<file path="src/rtl/nanop_core.sv">
// Nanoprocessor core: PC, fetch/execute sequencer, accumulator ALU and flags in one block.
// Each instruction is two words (opcode, operand address) and takes four clock cycles.
module nanop_core #(
    parameter int                DATA_W   = 8,
    parameter int                ADDR_W   = 8,
    parameter logic [ADDR_W-1:0] RESET_PC = '0
) (
    input  logic              clk,
    input  logic              reset,
    input  logic              run,
    output logic [ADDR_W-1:0] mem_addr,
    input  logic [DATA_W-1:0] mem_rdata,
    output logic [DATA_W-1:0] mem_wdata,
    output logic              mem_we,
    output logic [DATA_W-1:0] out_data,
    output logic              out_valid,
    output logic              instr_done,
    output logic [ADDR_W-1:0] pc,
    output logic [DATA_W-1:0] acc,
    output logic              flag_c,
    output logic              flag_z
);

    typedef enum logic [1:0] {FETCH_I, FETCH_A, FETCH_D, EXEC} state_t;

    typedef enum logic [3:0] {
        OP_NOP, OP_XOR, OP_AND, OP_OR,  OP_ADD, OP_ADC, OP_SUB, OP_SBC,
        OP_ROL, OP_ROR, OP_LDA, OP_STA, OP_OUT, OP_JMP, OP_JNC, OP_JNZ
    } opcode_t;

    state_t            state;
    opcode_t           ir;
    logic [ADDR_W-1:0] ad;
    logic [ADDR_W-1:0] pc_inc1;
    logic [ADDR_W-1:0] pc_inc2;
    logic [DATA_W:0]   sum;
    logic [DATA_W-1:0] alu_acc;
    logic              alu_c;
    logic              upd_acc;
    logic              take_jump;

    assign pc_inc1   = pc + ADDR_W'(1);
    assign pc_inc2   = pc + ADDR_W'(2);
    assign mem_wdata = acc;
    // Gating with reset keeps an aborted STA from reaching memory on the reset edge.
    assign mem_we    = (state == EXEC) && (ir == OP_STA) && !reset;
    assign take_jump = (ir == OP_JMP) || ((ir == OP_JNC) && !flag_c) ||
                       ((ir == OP_JNZ) && !flag_z);

    // In FETCH_D the operand address is taken straight off the bus so M arrives in EXEC.
    always_comb begin
        case (state)
            FETCH_I: mem_addr = pc;
            FETCH_A: mem_addr = pc_inc1;
            FETCH_D: mem_addr = mem_rdata[ADDR_W-1:0];
            default: mem_addr = ad;
        endcase
    end

    always_comb begin
        alu_acc = acc;
        alu_c   = flag_c;
        upd_acc = 1'b0;
        sum     = '0;
        case (ir)
            OP_XOR: begin alu_acc = acc ^ mem_rdata; upd_acc = 1'b1; end
            OP_AND: begin alu_acc = acc & mem_rdata; upd_acc = 1'b1; end
            OP_OR:  begin alu_acc = acc | mem_rdata; upd_acc = 1'b1; end
            OP_ADD: begin
                sum = {1'b0, acc} + {1'b0, mem_rdata};
                {alu_c, alu_acc} = sum;
                upd_acc = 1'b1;
            end
            OP_ADC: begin
                sum = {1'b0, acc} + {1'b0, mem_rdata} + {{DATA_W{1'b0}}, flag_c};
                {alu_c, alu_acc} = sum;
                upd_acc = 1'b1;
            end
            OP_SUB: begin
                sum = {1'b0, acc} - {1'b0, mem_rdata};
                {alu_c, alu_acc} = sum;
                upd_acc = 1'b1;
            end
            OP_SBC: begin
                sum = {1'b0, acc} - {1'b0, mem_rdata} - {{DATA_W{1'b0}}, flag_c};
                {alu_c, alu_acc} = sum;
                upd_acc = 1'b1;
            end
            OP_ROL: begin {alu_c, alu_acc} = {acc, flag_c}; upd_acc = 1'b1; end
            OP_ROR: begin {alu_acc, alu_c} = {flag_c, acc}; upd_acc = 1'b1; end
            OP_LDA: begin alu_acc = mem_rdata; upd_acc = 1'b1; end
            default: ;
        endcase
    end

    always_ff @(posedge clk) begin
        if (reset) begin
            state      <= FETCH_I;
            pc         <= RESET_PC;
            acc        <= '0;
            flag_c     <= 1'b0;
            flag_z     <= 1'b0;
            out_data   <= '0;
            out_valid  <= 1'b0;
            instr_done <= 1'b0;
            ir         <= OP_NOP;
            ad         <= '0;
        end else begin
            out_valid  <= 1'b0;
            instr_done <= 1'b0;
            case (state)
                FETCH_I: if (run) state <= FETCH_A;
                FETCH_A: begin
                    ir    <= opcode_t'(mem_rdata[3:0]);
                    state <= FETCH_D;
                end
                FETCH_D: begin
                    ad    <= mem_rdata[ADDR_W-1:0];
                    state <= EXEC;
                end
                EXEC: begin
                    if (upd_acc) begin
                        acc    <= alu_acc;
                        flag_c <= alu_c;
                        flag_z <= (alu_acc == '0);
                    end
                    if (ir == OP_OUT) begin
                        out_data  <= acc;
                        out_valid <= 1'b1;
                    end
                    pc         <= take_jump ? ad : pc_inc2;
                    instr_done <= 1'b1;
                    state      <= FETCH_I;
                end
            endcase
        end
    end

endmodule

</file>
<file path="config.mk">
export PLATFORM = sky130hd
export DESIGN_NAME = nanop_core
export DESIGN_NICKNAME = d
export VERILOG_FILES = /design/src/rtl/nanop_core.sv
export SDC_FILE = /design/constraint.sdc
export NUM_CORES = 1
export LEC_CHECK = 0
export BUFFER_PORTS_ARGS = -buffer_cell sky130_fd_sc_hd__buf_4
export CAP_MARGIN = 20
export CORE_AREA = 2 2 97 99
export CTS_CLUSTER_SIZE = 8
export DETAILED_ROUTE_END_ITERATION = 16
export DIE_AREA = 0 0 99 101
export MAX_ROUTING_LAYER = met4
export PLACE_DENSITY = 0.71
export SYNTH_ARGS = -nofsm -noshare
export SYNTH_HDL_FRONTEND = slang
export SYNTH_SLANG_ARGS = --single-unit
</file>
<file path="constraint.sdc">
create_clock -name clk -period 5.7 [get_ports clk]
set_clock_uncertainty 0.2 [all_clocks]
set_input_delay 0 -clock clk [delete_from_list [all_inputs] [get_ports clk]]
set_output_delay 0 -clock clk [all_outputs]
set_load 0.05 [all_outputs]
</file>
==> results <==
- The run finished with clean final reports.
- In the routed design, unresolved DRC markers number 0.
- Entering global routing, the biggest net connects 44 pins.
- Ranked by total cell area, the synthesized netlist is headed by sky130_fd_sc_hd__dfxtp_1, sky130_fd_sc_hd__ha_1, sky130_fd_sc_hd__mux2i_1.
- The initial antenna violation count is 0.
- The endpoint identified for the worst register-to-register timing path is flag_c$_SDFFE_PP0P_.
- Setup repair after global routing left no endpoint under its margin.
- The die covers 0.009999 mm^2.
- At the pin with the least slew margin, the transition time is 1.003 ns.
- After synthesis, the most frequently instantiated cells are sky130_fd_sc_hd__nor2_1, sky130_fd_sc_hd__dfxtp_1, sky130_fd_sc_hd__inv_1, sky130_fd_sc_hd__ha_1, sky130_fd_sc_hd__nand2_1.
- Of the cells placed in the final design, the portion with a size suffix greater than 1 is 0.1446.
- For this run, the number of standard cells in the final layout without fillers is 699.
- The TritonCTS clock tree is built.
- The beginning of the worst register-to-register path is acc[0]$_SDFFE_PP0P_.
- The final critical path time including I/O delays and setup is 3.576 ns.
- The count of antenna diodes in the layout is 0.
- The area taken by flip-flops and latches is 840.8 um^2.
- The clock root buffer is sky130_fd_sc_hd__clkbuf_8.
- The clock edge transition at the registers on the reported setup and hold paths is 0.08 ns.
- Yosys instantiated no cell more often than sky130_fd_sc_hd__nor2_1.
- The final cycle utilization of the critical path is 0.6273.
- The sequential group share of total power is 0.265.
- The total count of max-transition violations in the final report is 0.
- The count of different cell masters after synthesis is 72.
- Among all flip-flop cells after synthesis, the most frequent one is sky130_fd_sc_hd__dfxtp_1.
- Yosys printed 0 warnings.
- The total iterations of the first detailed-routing run is 6.
- The top achievable clock speed is 279.7 MHz.
- The clock drives 42 sinks.
- The min-delay analysis places its worst path in the category register to register.
- In this run, post-CTS repair resized a total of 0 instances.
- The boundary pin count is 56.
- The count of nets left with antenna violations after detail routing is 0.
- The type of destination of the critical path is a register.
- The routed layout has 4363 vias.
- Summed over all cells, the static leakage comes to 1.849 nW.
- The analysis attributes to net switching a power of 0.6852 mW.
- The total standard cell area after synthesis is 0.004240 mm^2.
- The die extent in x is 99 um.
- The via count of the first global-routing pass is 4065.
- The footprint of the multi-input gates is 0.002964 mm^2.
- The stage delay of the slowest cell on the critical path is 0.53 ns.
- The library cell with the largest summed area after synthesis is sky130_fd_sc_hd__dfxtp_1.
- For this run, the register share of the synthesized area comes to 0.1983.
- The final hold violation count was 0.
- Following the worst setup path forward leads to its endpoint at flag_c$_SDFFE_PP0P_.
- The share of the synthesized area in the top cell type is 0.1983.
- Wires add up to 13190 um.
- The switching power share of the total is 0.4820.
- The register bit total from synthesis is 42.
- The maximum fanout encountered on the critical timing path is 6.
- The average footprint of a synthesized cell is 7.682 um^2.
- After filler insertion, the fill cell instance count of the layout stands at 847.
- The number of max-capacitance violations reported is 0.
- The routability-driven placement congestion ratio is 1.081.
- In this run the tightest slew margin relative to its limit is 0.3307.
- After detailed routing, the number of vias per cell comes to 6.242.
- The critical path starts at acc[0]$_SDFFE_PP0P_.
- Setup violations remaining at the end of the flow were counted as 0.
- The area growth from synthesis to layout is 12.89%.
- The maximum vdd drop is 0.0002351 V.
- After floorplanning, the core was divided into 35 placement rows.
- The critical path depth is 13.
- Walking the worst path, the cells encountered are inv_1 -> ha_1 -> inv_1 -> fa_1 -> nor2b_1 -> o311ai_0 -> nand4_1 -> o311ai_0 -> and3_1 -> nor2b_2 -> xor2_1 -> a211oi_1 -> o32ai_1.
- The H-tree was split into 2 levels.
- The share of total power dissipated in combinational logic is 0.567.
- The total internal power is 0.7362 mW.
- The worst reg2reg path depth is 13.
- The worst setup slack for register-to-register paths is 2.12 ns.
- The data required time of the critical path is 5.66 ns.
- The longest clock path from root to sink contains 2 buffers.
- In the final design database the tool counted 635 nets.
- The die is 101 um tall.
- The latest clock arrival within the worst-skew pair is 0.30 ns.
- The cell with the largest stage delay on the worst path is sky130_fd_sc_hd__o311ai_0.
- The number of cells produced by synthesis is 552.
- The floorplan step defined a core boundary enclosing 0.008977 mm^2.
- During placement, the flow inserted port buffers numbering 55.
- The detailed router finished its first iteration with 423 violations.
- The combined buffer and inverter count along the critical path is 2.
- STA classifies the critical path startpoint as a register.
- The category of the critical setup timing path is register to register.
- The global-route wire length before repair is 21210 um.
- The placed instance count is 676.
- The kind of cell adding the most delay to the critical path is compound AO/OA/AOI/OAI gates.
- For this design the ratio of total power to cell area is 296.9 mW/mm^2.
- The number of synthesized flops with an enable pin is 0.
- The net count after synthesis is 600.
- At the worst endpoint, the arrival time is 3.54 ns.
- Across every metal layer, demand over resource in global routing totals 0.2703.
- Summed over all failing endpoints, the final setup total negative slack is 0 ns.
- TritonCTS created 5 clock buffers.
- The wire-length estimate of the detail-placed layout is 9655 um.
- The power share of the clock group is 0.167.
- The global-route congestion overflow total is 0.
- The initial utilization of the core area, before any placement, comes to 0.4723.
- The routed length per instance is 18.87 um.
- The share of synthesized flip-flops with an asynchronous set or reset is 0.
==> cell families after synthesis <==
kind of cell    synth area share
mux                      0.06610
simple gates              0.2107
buf+inv                   0.1027
xor+xnor                 0.05547
fa+ha+maj                 0.1127
compound gates            0.2541
flops                     0.1983
==> worst register-to-register path, cell delays in order, from the launching register on <==
cell                       delay, ns
sky130_fd_sc_hd__dfxtp_1        0.36
sky130_fd_sc_hd__inv_1          0.18
sky130_fd_sc_hd__ha_1           0.23
sky130_fd_sc_hd__inv_1          0.06
sky130_fd_sc_hd__fa_1           0.42
sky130_fd_sc_hd__nor2b_1        0.19
sky130_fd_sc_hd__o311ai_0       0.53
sky130_fd_sc_hd__nand4_1        0.15
sky130_fd_sc_hd__o311ai_0       0.21
sky130_fd_sc_hd__and3_1         0.27
sky130_fd_sc_hd__nor2b_2        0.15
sky130_fd_sc_hd__xor2_1         0.09
sky130_fd_sc_hd__a211oi_1       0.27
sky130_fd_sc_hd__o32ai_1        0.13
==> per-stage QoR <==
stage            util  cell area, um^2  power, mW  hold WS (ns)  setup slack (ns)
4_1_cts        0.5324             4780      1.410        0.3094             2.216
5_1_grt        0.5332             4787      1.506        0.3278             1.849
3_3_place_gp   0.5049             4533      1.146       0.09094             2.258
2_1_floorplan       -             4240     0.9852      -0.05283             2.396
3_5_place_dp   0.5049             4533      1.156        0.1050             2.245
6_report       0.5332             4787      1.421        0.2987             2.124
==> timing repair <==
item                                   in CTS  in global routing
hold buffers                               14                  0
endpoints found under the hold margin      32                  0
buffers inserted                            0                  0
==> final cells by class <==
| class | count | share of cell area |
|---|---|---|
| multi-input cells | 426 | 0.6192 |
| flip-flops and latches | 42 | 0.1756 |
| repair buffers | 75 | 0.1249 |
| inverters | 37 | 0.02901 |
| well taps | 111 | 0.02901 |
| clock buffers | 7 | 0.01594 |
| clock inverters | 1 | 0.006273 |
==> cells in the final DEF, fill, tap and decap left out, types with 14 or more instances in the layout <==
cell / count
sky130_fd_sc_hd__dlygate4sd3_1: 14
sky130_fd_sc_hd__xnor2_1: 19
sky130_fd_sc_hd__nand2_1: 35
sky130_fd_sc_hd__ha_1: 35
sky130_fd_sc_hd__buf_4: 61
sky130_fd_sc_hd__o21ai_0: 33
sky130_fd_sc_hd__inv_1: 36
sky130_fd_sc_hd__a21oi_1: 28
sky130_fd_sc_hd__dfxtp_1: 42
sky130_fd_sc_hd__mux2i_1: 28
sky130_fd_sc_hd__nor2_1: 66
sky130_fd_sc_hd__nor2b_1: 14
==> power by group through the flow <==
stage	sequential (mW)	combinational (mW)	clock [mW]
CTS	0.376	0.790	0.244
finish	0.377	0.806	0.238
detailed placement	0.383	0.774	0
floorplan	0.385	0.600	0
global route	0.382	0.870	0.254
global placement	0.381	0.765	0
==> routing by layer <==
layer,global-route usage,up-vias,part of all wire
li1,-,2051,-
met1,0.3443,2024,0.41
met2,0.4345,247,0.47
met3,0.03467,41,0.080
met4,0.1106,0,0.035
met5,-,-,0
==> how the worst min path moves through the flow <==
stage	from	slack, ns	endpoint	cells after the start
6_report	out_data[7]$_SDFFE_PP0P_	0.30	out_data[7]$_SDFFE_PP0P_	2
3_5_place_dp	mem_rdata[6]	0.10	ad[6]$_SDFFE_PP0P_	3
3_3_place_gp	mem_rdata[7]	0.09	ad[7]$_SDFFE_PP0P_	3
5_1_grt	out_data[5]$_SDFFE_PP0P_	0.33	out_data[5]$_SDFFE_PP0P_	2
2_1_floorplan	mem_rdata[1]	-0.05	ad[1]$_SDFFE_PP0P_	2
4_1_cts	out_data[6]$_SDFFE_PP0P_	0.31	out_data[6]$_SDFFE_PP0P_	2
==> flip-flops by register name, summed over array words and instances (netlist names) <==
register	flops
ad	8
out_valid	1
flag_c	1
ir	4
out_data	8
flag_z	1
acc	8
state	2
pc	8
instr_done	1
Note: power is estimated with default switching activity, not from simulation.
